<file path="config.mk">
export PLATFORM = sky130hd
export DESIGN_NAME = mmio_uart_tx
export DESIGN_NICKNAME = d
export VERILOG_FILES = /design/src/rtl/mmio_uart_tx.sv
export SDC_FILE = /design/constraint.sdc
export NUM_CORES = 1
export LEC_CHECK = 0
export CAP_MARGIN = 25
export CORE_MARGIN = 1
export CORE_UTILIZATION = 36
export DETAILED_ROUTE_END_ITERATION = 6
export HOLD_SLACK_MARGIN = 0.03
export REMOVE_ABC_BUFFERS = 1
export SETUP_SLACK_MARGIN = 0.3
export SYNTH_ARGS = -nofsm -noshare
export SYNTH_HDL_FRONTEND = slang
export SYNTH_SLANG_ARGS = --single-unit
</file>
<file path="constraint.sdc">
create_clock -name clk -period 2.23 [get_ports clk]
set_clock_uncertainty 0.1 [all_clocks]
set_input_delay 0.223 -clock clk [delete_from_list [all_inputs] [get_ports clk]]
set_output_delay 0.223 -clock clk [all_outputs]
set_load 0.02 [all_outputs]
</file>
<file path="src/rtl/mmio_uart_tx.sv">
// Memory-mapped 8N1 UART transmitter: a store to TX_ADDR queues a byte, and the serial FSM drains the FIFO onto txd.
// Optional even-parity bit is enabled by defining MMIO_UART_TX_PARITY_EN.
module mmio_uart_tx #(
    parameter int          CLKS_PER_BIT = 16,
    parameter int          FIFO_DEPTH   = 8,
    parameter logic [7:0]  TX_ADDR      = 8'hFF,
    parameter logic [7:0]  STAT_ADDR    = 8'hFE
) (
    input  logic       clk,
    input  logic       rst_n,
    input  logic [7:0] rw_addr,
    input  logic [7:0] w,
    input  logic       w_en,
    output logic [7:0] r,
    output logic       hit,
    output logic       txd,
    output logic       busy
);

    // state  | meaning
    // IDLE   | line idle high, waiting for a queued byte
    // START  | start bit (low)
    // DATA   | 8 data bits, LSB first
    // PARITY | even parity bit (parity build only)
    // STOP   | stop bit (high); chains straight into START if more data is queued

    localparam int             AW       = $clog2(FIFO_DEPTH);
    localparam int             CW       = (CLKS_PER_BIT > 2) ? $clog2(CLKS_PER_BIT) : 1;
    localparam logic [CW-1:0]  CNT_LOAD = CW'(CLKS_PER_BIT - 1);
    localparam logic [CW-1:0]  CNT_ONE  = CW'(1);
    localparam logic [AW:0]    PTR_ONE  = (AW + 1)'(1);

`ifdef MMIO_UART_TX_PARITY_EN
    localparam logic PAR_FLAG = 1'b1;
    typedef enum logic [2:0] {
        S_IDLE,
        S_START,
        S_DATA,
        S_PARITY,
        S_STOP
    } state_t;
`else
    localparam logic PAR_FLAG = 1'b0;
    typedef enum logic [1:0] {
        S_IDLE,
        S_START,
        S_DATA,
        S_STOP
    } state_t;
`endif

    state_t          state, state_nxt;
    logic [CW-1:0]   clk_cnt, clk_cnt_nxt;
    logic [2:0]      bit_idx, bit_idx_nxt;
    logic [7:0]      tx_data;
    logic            pop;

    logic [7:0]      mem [FIFO_DEPTH];
    logic [AW:0]     wr_ptr, rd_ptr;
    logic            full, empty, push;
    logic            overflow;
    logic            tc;
    logic [7:0]      status;

    assign empty = (wr_ptr == rd_ptr);
    assign full  = (wr_ptr[AW] != rd_ptr[AW]) && (wr_ptr[AW-1:0] == rd_ptr[AW-1:0]);
    assign push  = w_en && (rw_addr == TX_ADDR) && !full;
    assign tc    = (clk_cnt == '0);
    assign busy  = (state != S_IDLE) || !empty;

    assign hit    = (rw_addr == TX_ADDR) || (rw_addr == STAT_ADDR);
    assign status = {PAR_FLAG, 3'b000, overflow, busy, full, empty};

    always_comb begin
        r = 8'h00;
        if (rw_addr == STAT_ADDR) begin
            r = status;
        end
    end

    always_ff @(posedge clk) begin
        if (push) begin
            mem[wr_ptr[AW-1:0]] <= w;
        end
    end

    // full is the pre-edge value, so a store while full is dropped even if a pop frees a slot on this edge
    always_ff @(posedge clk or negedge rst_n) begin
        if (!rst_n) begin
            wr_ptr   <= '0;
            rd_ptr   <= '0;
            overflow <= 1'b0;
        end else begin
            if (push) begin
                wr_ptr <= wr_ptr + PTR_ONE;
            end
            if (pop) begin
                rd_ptr <= rd_ptr + PTR_ONE;
            end
            if (w_en && (rw_addr == STAT_ADDR)) begin
                overflow <= 1'b0;
            end else if (w_en && (rw_addr == TX_ADDR) && full) begin
                overflow <= 1'b1;
            end
        end
    end

    always_ff @(posedge clk or negedge rst_n) begin
        if (!rst_n) begin
            state   <= S_IDLE;
            clk_cnt <= '0;
            bit_idx <= '0;
            tx_data <= '0;
        end else begin
            state   <= state_nxt;
            clk_cnt <= clk_cnt_nxt;
            bit_idx <= bit_idx_nxt;
            if (pop) begin
                tx_data <= mem[rd_ptr[AW-1:0]];
            end
        end
    end

    always_comb begin
        state_nxt   = state;
        clk_cnt_nxt = clk_cnt;
        bit_idx_nxt = bit_idx;
        pop         = 1'b0;
        case (state)
            S_IDLE: begin
                if (!empty) begin
                    pop         = 1'b1;
                    state_nxt   = S_START;
                    clk_cnt_nxt = CNT_LOAD;
                end
            end
            S_START: begin
                if (tc) begin
                    state_nxt   = S_DATA;
                    clk_cnt_nxt = CNT_LOAD;
                    bit_idx_nxt = 3'd0;
                end else begin
                    clk_cnt_nxt = clk_cnt - CNT_ONE;
                end
            end
            S_DATA: begin
                if (tc) begin
                    clk_cnt_nxt = CNT_LOAD;
                    if (bit_idx == 3'd7) begin
`ifdef MMIO_UART_TX_PARITY_EN
                        state_nxt = S_PARITY;
`else
                        state_nxt = S_STOP;
`endif
                    end else begin
                        bit_idx_nxt = bit_idx + 3'd1;
                    end
                end else begin
                    clk_cnt_nxt = clk_cnt - CNT_ONE;
                end
            end
`ifdef MMIO_UART_TX_PARITY_EN
            S_PARITY: begin
                if (tc) begin
                    state_nxt   = S_STOP;
                    clk_cnt_nxt = CNT_LOAD;
                end else begin
                    clk_cnt_nxt = clk_cnt - CNT_ONE;
                end
            end
`endif
            S_STOP: begin
                if (tc) begin
                    if (!empty) begin
                        pop         = 1'b1;
                        state_nxt   = S_START;
                        clk_cnt_nxt = CNT_LOAD;
                    end else begin
                        state_nxt   = S_IDLE;
                    end
                end else begin
                    clk_cnt_nxt = clk_cnt - CNT_ONE;
                end
            end
            default: begin
                state_nxt = S_IDLE;
            end
        endcase
    end

    // txd decodes straight from the state register so an async reset returns the line high at once
    always_comb begin
        txd = 1'b1;
        case (state)
            S_START: txd = 1'b0;
            S_DATA:  txd = tx_data[bit_idx];
`ifdef MMIO_UART_TX_PARITY_EN
            S_PARITY: txd = ^tx_data;
`endif
            default: txd = 1'b1;
        endcase
    end

endmodule
</file>
Word-level counts from Yosys, hierarchy flattened
Memories as Yosys holds them, arrays and structs flattened. A register that Yosys moved wholly into a read port is not among the register bits.
Index checks and enable logic that the tools add are counted.
{ "totals": {"word_cells": 71, "mem_count": 1, "regBits": 18, "ram_bits": 64, "in_bits": 19} }
{ "op_classes": {"order_cmp": 1, "n_eq_ne": 15, "reduce_logical": 18, "n_mux": 26, "addsub": 4} }
{ "memory_table": {"columns": ["name", "words", "word_bits", "read_ports", "rd_ports_with_merged_regs", "wr", "line_no", "source"], "rows": [
  ["mem", 8, 8, 1, 1, 1, "58", "logic [7:0] mem [FIFO_DEPTH];"]
]} }
{ "op_table": {"columns": ["operator", "n"], "rows": [
  ["8-bit == test (second input constant)", 2],
  ["4-bit 2-to-1 mux", 4],
  ["2-bit inequality test (second input constant)", 6],
  ["4-bit case mux with 3 select lines", 1],
  ["2-bit 2-to-1 mux", 5],
  ["3-bit 2-to-1 mux", 3],
  ["4-bit by 1-bit adder with 4-bit output (second input constant)", 2],
  ["1-bit 2-to-1 mux", 8],
  ["2-bit case mux with 4 select lines", 1],
  ["3-bit case mux with 2 select lines", 1],
  ["2-bit nonzero test", 3],
  ["1-bit logical AND", 5],
  ["5-bit AND reduction", 1],
  ["2-bit == test (second input constant)", 2],
  ["4-bit == test", 1],
  ["4-bit zero test", 1],
  ["3-bit by 4-bit less-than comparator with 1-bit output (second input constant)", 1],
  ["1-bit case mux with 2 select lines", 2],
  ["4-bit AND reduction", 1],
  ["4-bit by 1-bit subtractor with 4-bit output (second input constant)", 1],
  ["3-bit by 1-bit adder with 3-bit output (second input constant)", 1],
  ["1-bit binary-select mux with 3-bit select", 1],
  ["3-bit == test", 1],
  ["3-bit == test (second input constant)", 1],
  ["other kinds (6)", 9]
]} }

Depth between registers and ports, before layout
Gate-level depths: netlist of the first run.
{ "depth": {"depth_word": 6, "mapped_depth": 7, "mapped_depth_nobuf": 6} }

Least setup slack after synthesis of the first run
OpenSTA, ideal clock, no wires.
{ "synth_timing": {"kind": "reg2reg", "from": "register rd_ptr[0]", "to": "memory mem[0][0], enable pin", "setup_slack_ns": 0.110, "path_buffers": 1, "path_stages_with_launch": 6, "arrival_time_ns": 1.636, "required_time_ns": 1.747, "period_less_slack_ns": 2.120, "path_cell_list": "dfrtp_1 > buf_6 > xnor2_1 > nand4_1 > nand3b_1 > nor3_1"} }
{ "synth_via": {"elab_chain_len": 6} }
{ "synth_lines": {"columns": ["element", "line_no", "source"], "rows": [
  ["start: declaration", "59", "logic [AW:0] wr_ptr, rd_ptr;"],
  ["start signal: assignment", "98", "rd_ptr <= rd_ptr + PTR_ONE;"],
  ["3-bit == test", "66", "assign full = (wr_ptr[AW] != rd_ptr[AW]) && (wr_ptr[AW-1:0] == rd_ptr[AW-1:0]);"],
  ["1-bit logical AND", "66", null],
  ["1-bit zero test", "67", "assign push = w_en && (rw_addr == TX_ADDR) && !full;"],
  ["1-bit logical AND", "67", null],
  ["1-bit 2-to-1 mux", "82", "if (push) begin"],
  ["1-bit 2-to-1 mux (implied by the code)", "83", "mem[wr_ptr[AW-1:0]] <= w;"],
  ["end: declaration", "58", null]
]} }
Every way passes these cells.

Worst setup path after layout of the first run
{ "layout_timing": {"from": "register bit_idx[0]", "to": "output txd"} }
{ "layout_via": {"elab_chain_len": 3} }
{ "layout_lines": {"columns": ["element", "line_no", "source"], "rows": [
  ["start: declaration", "54", "logic [2:0] bit_idx, bit_idx_nxt;"],
  ["start signal: assignment", "117", "bit_idx <= bit_idx_nxt;"],
  ["1-bit binary-select mux with 3-bit select", "196", "S_DATA: txd = tx_data[bit_idx];"],
  ["1-bit 2-to-1 mux (implied by the code)", "196", null],
  ["1-bit case mux with 2 select lines", "194", "case (state)"],
  ["end: declaration", "16", "output logic txd,"]
]} }
Every way passes these cells. The select of a mux whose other input is x is not followed.

==> results.toml, run 1 <==
[clocking]
insertion_delay_ps = 340
h-tree-depth = 3
cts_buffer_depth = 2
cts_buffers = 9
cts_tree = "built"
clkSlewWorstSetupHoldPaths_ps = 60
cts_sinks = 90
root_buffer = "clkbuf_16"

[sta]
min_period_ps = 2088
fin_setup_tns_ps = 0
fin_crit_sh_pct = 93.64
maxSlewViolCount = 0
final_hold_viol_count = 0
rsz0062_at_grt = "true"
setup_viol = 0
fmaxAchievable_mhz = 478.9
whs_ps = 151.3

[synthesis]
synth_edf_count = 64
syn-cell-area_sq_um = 4109
yosys_warnings = 0
seq_area_frac_synth_pct = 62.61
synth_cell_types = 43
synth_most_common_cell = "edfxtp_1"
synth_ff_type = "edfxtp_1"
synth_top_area_share_pct = 46.77
synthTopCellsByCount = "edfxtp_1, dfrtp_1, mux2_2"
synth_top_area_cell = "edfxtp_1"
async_flop_share_pct = 28.89
avgSynthCellArea_sq_um = 16.50
syn_inst = 249
netlist_top_cells_area = "edfxtp_1, dfrtp_1, mux4_2"
ys_ff_latch = 90

[pwr]
peakVddDrop_uv = 618.3
p_leak_uw = 0.002059
power.density_nw_per_um2 = 1232

[global_route]
gr-total-overflow = 0
grt_max_degree = 27
grt.busiest_layer = "met2"
grt_use_met1_pct = 19.14
grt_pass1_wl_microns = 12100
grt_usage_pct = 14.23
antenna_found_initial = 0
use_met2_pct = 22.33
grt_pass1_vias = 2223
grt_use_met3_pct = 3.766

[run_status]
status = "completed"

[finish]
insertedDiodeCount = 0
finalInstanceArea_sq_um = 5475
drive_gt1_share_pct = 41.49
fillers = 898
nets = 348
area_delta_synth_final_pct = 33.25
final_util_pct = 49.85

[worst_hold_path]
min_path_type = "input pin to async pin"

[worst_setup_path]
worstSetupPathType = "flop to primary output"
critPathRequiredTime_ps = 1910
critPathMaxStageDelay_ps = 500
crit_path_end_kind = "primary output"
startpoint_type = "flop"
cp_max_fo = 3
crit_chain = "mux4_2 -> mux2_4 -> nand2_2 -> o21ai_2 -> buf_6"
crit_slowest_cell = "mux4_2"
r2r_slack_ps = 190
critPathArrivalTime_ps = 1770

[detailed_routing]
wire_per_inst_microns = 16.96
route.detailed.drc = 0
num_vias = 2385
drt.antenna.violating_nets = 0
drt_iter0_drc = 105
drtPass1Iterations = 4
viasPerCell = 5.151
totalWireLength_microns = 7853

[floorplanning]
fp.coreArea_sq_um = 10980
fp.dieH_microns = 108.8
die_w_microns = 108.8
start_util_pct = 37.41
rows = 38
dieArea_sq_um = 11850
io-pin-count = 30

[flow_run]
timing.max_cap.violations = 0

[placement]
place_hpwl_microns = 4983
port_buffers = 25
gp_congestion = 0.7820
placed_area_sq_um = 4690
[layout by cell type, fill, tap and decap left out, types with 6 or more instances in the layout]
| cell type | n |
|---|---|
| dfrtp_1 | 23 |
| mux4_1 | 8 |
| clkbuf_16 | 9 |
| a21oi_1 | 6 |
| edfxtp_1 | 64 |
| buf_6 | 15 |
| ha_1 | 6 |
| mux2_2 | 10 |
| nor2_1 | 7 |
| mux2_4 | 11 |
| buf_4 | 28 |
| mux4_2 | 10 |
| clkdlybuf4s50_1 | 18 |
[registers in the layout, summed over array words and instances, names as in the netlist]
name and flops:
wr_ptr 4, tx_data 8, rd_ptr 4, clk_cnt 4, state 2, overflow 1
bit_idx 3, mem 64
[cell families (layout without fill, tap and decap cells)]
logic type | after synthesis | after routing | share of synthesized area (%)
other cells | 1 | 4 | 0.09126
buf+inv | 20 | 91 | 2.954
simple gates | 46 | 46 | 6.456
xor+xnor | 10 | 10 | 2.131
mux | 41 | 41 | 17.57
flops | 90 | 90 | 62.61
compound gates | 31 | 31 | 5.146
fa+ha+maj | 10 | 10 | 3.045
[per-layer routing]
layer | routed length (microns) | share of wire (%)
met5 | 0 | 0
met4 | 107 | 1.4
met3 | 202 | 2.6
met2 | 3882 | 49
met1 | 3661 | 47
[path summary, 6_finish.rpt]
kind	startpoint	endpoint	cells past startpoint
max reg2reg	rd_ptr[0]	tx_data[2]	8
min	rst_n	clk_cnt[2]	2
min reg2reg	rd_ptr[3]	rd_ptr[3]	1
min in group clk	rd_ptr[3]	rd_ptr[3]	1
max in group asynchronous	rst_n	rd_ptr[0]	2
max	bit_idx[0]	txd	5
[worst max-delay path, delay by kind of cell (launching register included)]
family / cells / cell delay, ps
AOI/OAI and AO/OA: 1 / 50
buffers and inverters: 1 / 130
muxes: 2 / 780
and+or+nand+nor: 1 / 70
DFF: 1 / 400
[power by group]
group	switching, uW	total (uW)	internal (uW)	leakage, uW
clock network	612	1600	987	0.000151
logic	1210	2920	1720	0.00101
registers	228	2220	2000	0.000896
[area by class of cell]
cell class	count	area (sq um)	area share (%)
Sequential cell	90	2576	47.05
Multi-Input combinational cell	142	1668	30.46
Clock inverter	5	87.58	1.600
Clock buffer	10	229.0	4.182
Timing Repair Buffer	70	716.9	13.09
Tap cell	140	175.2	3.199
Inverter	6	22.52	0.4113
[what timing repair did]
item,in CTS,in global routing
hold buffers,0,0
cloned,2,0
setup endpoints to repair,22,69
gates resized for setup,46,50
setup buffers,11,3
pin swaps,5,16
[stage by stage]
stage | instances | total power, uW | setup slack (ps)
2_1_floorplan | 238 | 3727 | -297.1
3_3_place_gp | 432 | 4378 | 15.27
3_5_place_dp | 432 | 4405 | 8.144
4_1_cts | 460 | 6502 | 97.21
5_1_grt | 463 | 7117 | 56.82
6_report | 463 | 6745 | 141.8
(Power assumes the default switching activity.)
==> inputs of run 2 (changes only) <==
--- a/config.mk
+++ b/config.mk
@@ -5,7 +5,6 @@
 export SDC_FILE = /design/constraint.sdc
 export NUM_CORES = 1
 export LEC_CHECK = 0
-export CAP_MARGIN = 25
 export CORE_MARGIN = 1
 export CORE_UTILIZATION = 36
 export DETAILED_ROUTE_END_ITERATION = 6
==> results of run 2 <==
Final layout, timing and power as in run 1 (identical DEF).
==> inputs of run 3 (changes only) <==
--- a/config.mk
+++ b/config.mk
@@ -5,7 +5,6 @@
 export SDC_FILE = /design/constraint.sdc
 export NUM_CORES = 1
 export LEC_CHECK = 0
-export CORE_MARGIN = 1
 export CORE_UTILIZATION = 36
 export DETAILED_ROUTE_END_ITERATION = 6
 export HOLD_SLACK_MARGIN = 0.03
==> results of run 3 <==
Final layout, timing and power as in run 1 (identical DEF).
==> edit 1: new RTL, config.mk and constraints of run 3 <==
Change the parameter `FIFO_DEPTH` from 8 to 32.
--- a/src/rtl/mmio_uart_tx.sv
+++ b/src/rtl/mmio_uart_tx.sv
@@ -2,7 +2,7 @@
 // Optional even-parity bit is enabled by defining MMIO_UART_TX_PARITY_EN.
 module mmio_uart_tx #(
     parameter int          CLKS_PER_BIT = 16,
-    parameter int          FIFO_DEPTH   = 8,
+    parameter int          FIFO_DEPTH   = 32,
     parameter logic [7:0]  TX_ADDR      = 8'hFF,
     parameter logic [7:0]  STAT_ADDR    = 8'hFE
 ) (
Formal check against the unedited RTL: not equivalent (a bounded check fails within 10 cycles, from zero or initial values and one cycle with rst_n low).
==> edit 1 against run 3 <==
The run now ends with setup timing left. Wire length rose to 3.6 times the old value. Sequential cell count up 196. Synthesized area grew to 2.8 times the old value. Setup slack lost 0.25 ns. Total power grew to 2.5 times the old value. Final area grew to 2.8 times the old value. Register-to-register slack worse by 0.18 ns. First-iteration DRC count grew to 4.8 times the old value.
==> edit 1: results <==
{
  "p_per_area_nw_per_um2": 1110,
  "grt_use_met2_pct": 28.7,
  "synth_edf_count": 256,
  "dr_wl_met2_mm": 13.9,
  "n_fill_cell": 2539,
  "crit_family": "multiplexers",
  "setup_viol": 5,
  "peakVddDrop_uv": 699,
  "hp-class": "in2reg",
  "placed_cell_area_sq_um": 12900,
  "nClkBuffers": 40,
  "power.leakage_nw": 5.28,
  "crit_arrival_ns": 2.02,
  "met1_length_mm": 11.9,
  "critPathMaxStageDelay_ns": 0.56,
  "yosys-top-cells-area": "edfxtp_1 (66%), mux4_2 (9.9%), dfrtp_1 (6.4%), mux2i_1 (3.4%), nor2_1 (1.6%)",
  "nNonClkBuffers": 144,
  "synth.top_cells.by_count": "edfxtp_1 (256), mux4_2 (51), nor2_1 (51)",
  "clockBufferDepth": 3,
  "ff_latch_area_sq_um": 8440,
  "largest_reg_flops": 256,
  "run_status": "complete, but fails checks",
  "cts_made_buffers": 30,
  "multi_input_area_sq_um": 3670,
  "grtUsageMet3_pct": 3.01,
  "r2r-end": "tx_data[1]",
  "violations": "setup timing",
  "synthArstFlopShare_pct": 10.5,
  "clk_share_pct": 6.06,
  "grt_pass1_vias": 6935,
  "multi_input_comb_cells": 324,
  "r2r_slack_ns": 0.01,
  "pwr-share-seq_pct": 37.0,
  "reg2reg_from": "rd_ptr[0]",
  "place_inst": 1128,
  "cts.sink_count": 286,
  "instances_no_fill": 1221,
  "htree_levels": 1,
  "whs_ns": 0.256,
  "finalSetupTns_ns": -0.314,
  "swShare_pct": 29.7,
  "met1_usage_pct": 22.6,
  "post-place-ws_ns": -0.343,
  "wl_met3_mm": 1.58,
  "seq_area_frac_synth_pct": 72.4,
  "p_comb_w": 0.00595,
  "grt_max_degree": 33,
  "worst_pin_slew_ns": 0.873,
  "avgRoutedWirePerCell_microns": 22.9,
  "dp.final_hpwl_mm": 16.3,
  "avgSynthCellArea_sq_um": 17.8,
  "vias_per_cell": 5.39,
  "buf_share_pct": 11.2,
  "gp_congestion": 0.798,
  "final_nets": 829,
  "grt_usage_pct": 16.9,
  "final_layout_size_suffix_gt1_share_pct": 39.9,
  "fin_ws_ns": -0.109,
  "insertion_delay_ns": 0.55,
  "nNonClkInverters": 11
}
[edit 1: cell count changes in the layout (fill, tap and decap cells not counted), moves of 8 or more]
cell	delta
nor2_4	+34
a21oi_1	+10
mux2i_1	+32
mux4_1	-8
mux2_2	-10
mux4_2	+41
buf_6	+49
edfxtp_1	+192
clkbuf_16	+25
o221ai_1	+8
clkbuf_1	+8
nor2_1	+8
mux2_4	-10
[edit 1: logic make-up (layout without fill, tap and decap cells)]
family,Yosys count,after routing,synth area share (%)
AOI/OAI and AO/OA,96,96,5.48
and+or+nand+nor,103,103,4.13
adders and majority gates,13,13,1.40
DFF,286,286,72.4
buffers and inverters,46,209,1.93
muxes,91,91,13.3
other,1,4,0.0322
xor gates and xnor gates,17,17,1.28
[edit 1: repair_timing]
item | 4_1_cts | 5_1_grt
hold endpoints to repair | 30 | 0
pin swaps | 67 | 34
hold buffers | 1 | 0
setup buffers | 22 | 6
cloned | 6 | 4
setup endpoints to repair | 282 | 288
resized for setup | 235 | 55
==> edit 2: new RTL, config.mk and constraints of run 3 <==
Without the edit above. Make the reset (`rst_n`) synchronous in 2 clocked blocks. Comments in the files are not updated.
--- a/src/rtl/mmio_uart_tx.sv
+++ b/src/rtl/mmio_uart_tx.sv
@@ -85,7 +85,7 @@
     end
 
     // full is the pre-edge value, so a store while full is dropped even if a pop frees a slot on this edge
-    always_ff @(posedge clk or negedge rst_n) begin
+    always_ff @(posedge clk) begin
         if (!rst_n) begin
             wr_ptr   <= '0;
             rd_ptr   <= '0;
@@ -105,7 +105,7 @@
         end
     end
 
-    always_ff @(posedge clk or negedge rst_n) begin
+    always_ff @(posedge clk) begin
         if (!rst_n) begin
             state   <= S_IDLE;
             clk_cnt <= '0;
Function: differs if rst_n is asserted again (counterexample within 4 cycles, from zero or initial values and one cycle with rst_n low); with rst_n held inactive, the same outputs for 10 cycles.
==> edit 2 against run 3 <==
Final area fell by 9.4%. Sequential share of layout area rose by 2.4 points. Synthesized area fell by 0.67%. Sequential cell count did not move. Register-to-register slack improved by 0.20 ns. Non-clock buffer count fell by 21. Cell count rose by 1.1%. Setup slack improved by 0.082 ns. Die area fell by 0.66%. First-iteration DRC count rose by 1.9%. Wire length rose by 0.10%. Largest cell class unchanged. Highest routed layer unchanged.
Power is not compared: it rests on default switching activity, and its combinational part moved more than twofold at a synthesized area within 25%.
==> edit 2: results <==
{
  "met1_length_mm": 3.63,
  "placed_cell_area_sq_um": 4620,
  "crit_fanout": 4,
  "run_status": "finished clean",
  "final_nets": 353,
  "crit_arrival_ns": 1.68,
  "initialDrtViolationCount": 107,
  "met1_usage_pct": 18.9,
  "grt_pass1_vias": 2379,
  "grt_use_met2_pct": 23.8,
  "slew_headroom_pct": 63.0,
  "vias_per_cell": 5.27,
  "dp.final_hpwl_mm": 5.13,
  "gp_congestion": 0.760,
  "grt_max_degree": 21,
  "grtUsageMet3_pct": 3.62,
  "final_layout_size_suffix_gt1_share_pct": 27.7,
  "seq_area_frac_synth_pct": 59.8,
  "wl_met3_microns": 269,
  "dr_wl_met2_mm": 3.89,
  "hp-class": "reg2reg",
  "synthCells": 282,
  "post-place-ws_ns": -0.0395,
  "ys_warn_count": 0,
  "wl_mm": 7.86,
  "yosys.cell_types.count": 47,
  "place_inst": 450,
  "synth.top_cells.by_count": "edfxtp_1 (64), dfxtp_1 (26), a21oi_1 (18), mux4_2 (18), mux2i_1 (15)",
  "grt_usage_pct": 14.5,
  "synthArstFlopShare_pct": 0,
  "grt_pass1_wl_mm": 12.5,
  "yosys-top-cells-area": "edfxtp_1 (47%), dfxtp_1 (13%), mux4_2 (9.9%), mux2i_1 (3.7%), ha_1 (3.1%)"
}
edit 2: area by class of cell:
| type | instances | area (sq um) |
|---|---|---|
| Timing Repair Buffer | 49 | 475 |
| Sequential cell | 90 | 2450 |
| Tap cell | 140 | 175 |
| Clock buffer | 10 | 229 |
| Inverter | 7 | 26.3 |
| Clock inverter | 5 | 38.8 |
| Fill cell | 979 | 5970 |
| Multi-Input combinational cell | 167 | 1560 |
edit 2: power by group:
group | switching, W | internal (W) | total, W | leakage, nW
clock network | 0.000624 | 0.000757 | 0.00138 | 0.129
logic | 0.000529 | 0.000497 | 0.00103 | 0.757
registers | 0.0000661 | 0.00186 | 0.00193 | 0.789
total | 0.00122 | 0.00312 | 0.00433 | 1.67
edit 2: timing repair:
action,in CTS,in global routing
pin swaps,1,4
gates resized for setup,21,19
buffers inserted,1,2
setup endpoints to repair,32,47
edit 2: worst paths after layout:
| check | from | endpoint | slack [ns] | cells after the start |
|---|---|---|---|---|
| worst max-delay path | bit_idx[0] | txd | 0.22 | 4 |
| worst min-delay path | state[1] | state[1] | 0.40 | 2 |
| worst max register to register | clk_cnt[0] | state[0] | 0.39 | 6 |
| worst min register to register | state[1] | state[1] | 0.40 | 2 |
edit 2: worst max-delay path, cell delays in order, from the launching register on:
cell and delay [ns]:
dfxtp_4 0.38, mux4_2 0.50, mux2i_1 0.20, mux2i_1 0.10
buf_2 0.17
edit 2: cells by family after synthesis:
group,share of synthesized area (%)
multiplexers,13.6
AND/OR/NAND/NOR,8.86
AO/OA/AOI/OAI,9.23
buffers and inverters,3.86
other,0.0919
flip-flops,59.8
XOR/XNOR,1.44
adder cells (fa/ha/maj),3.07
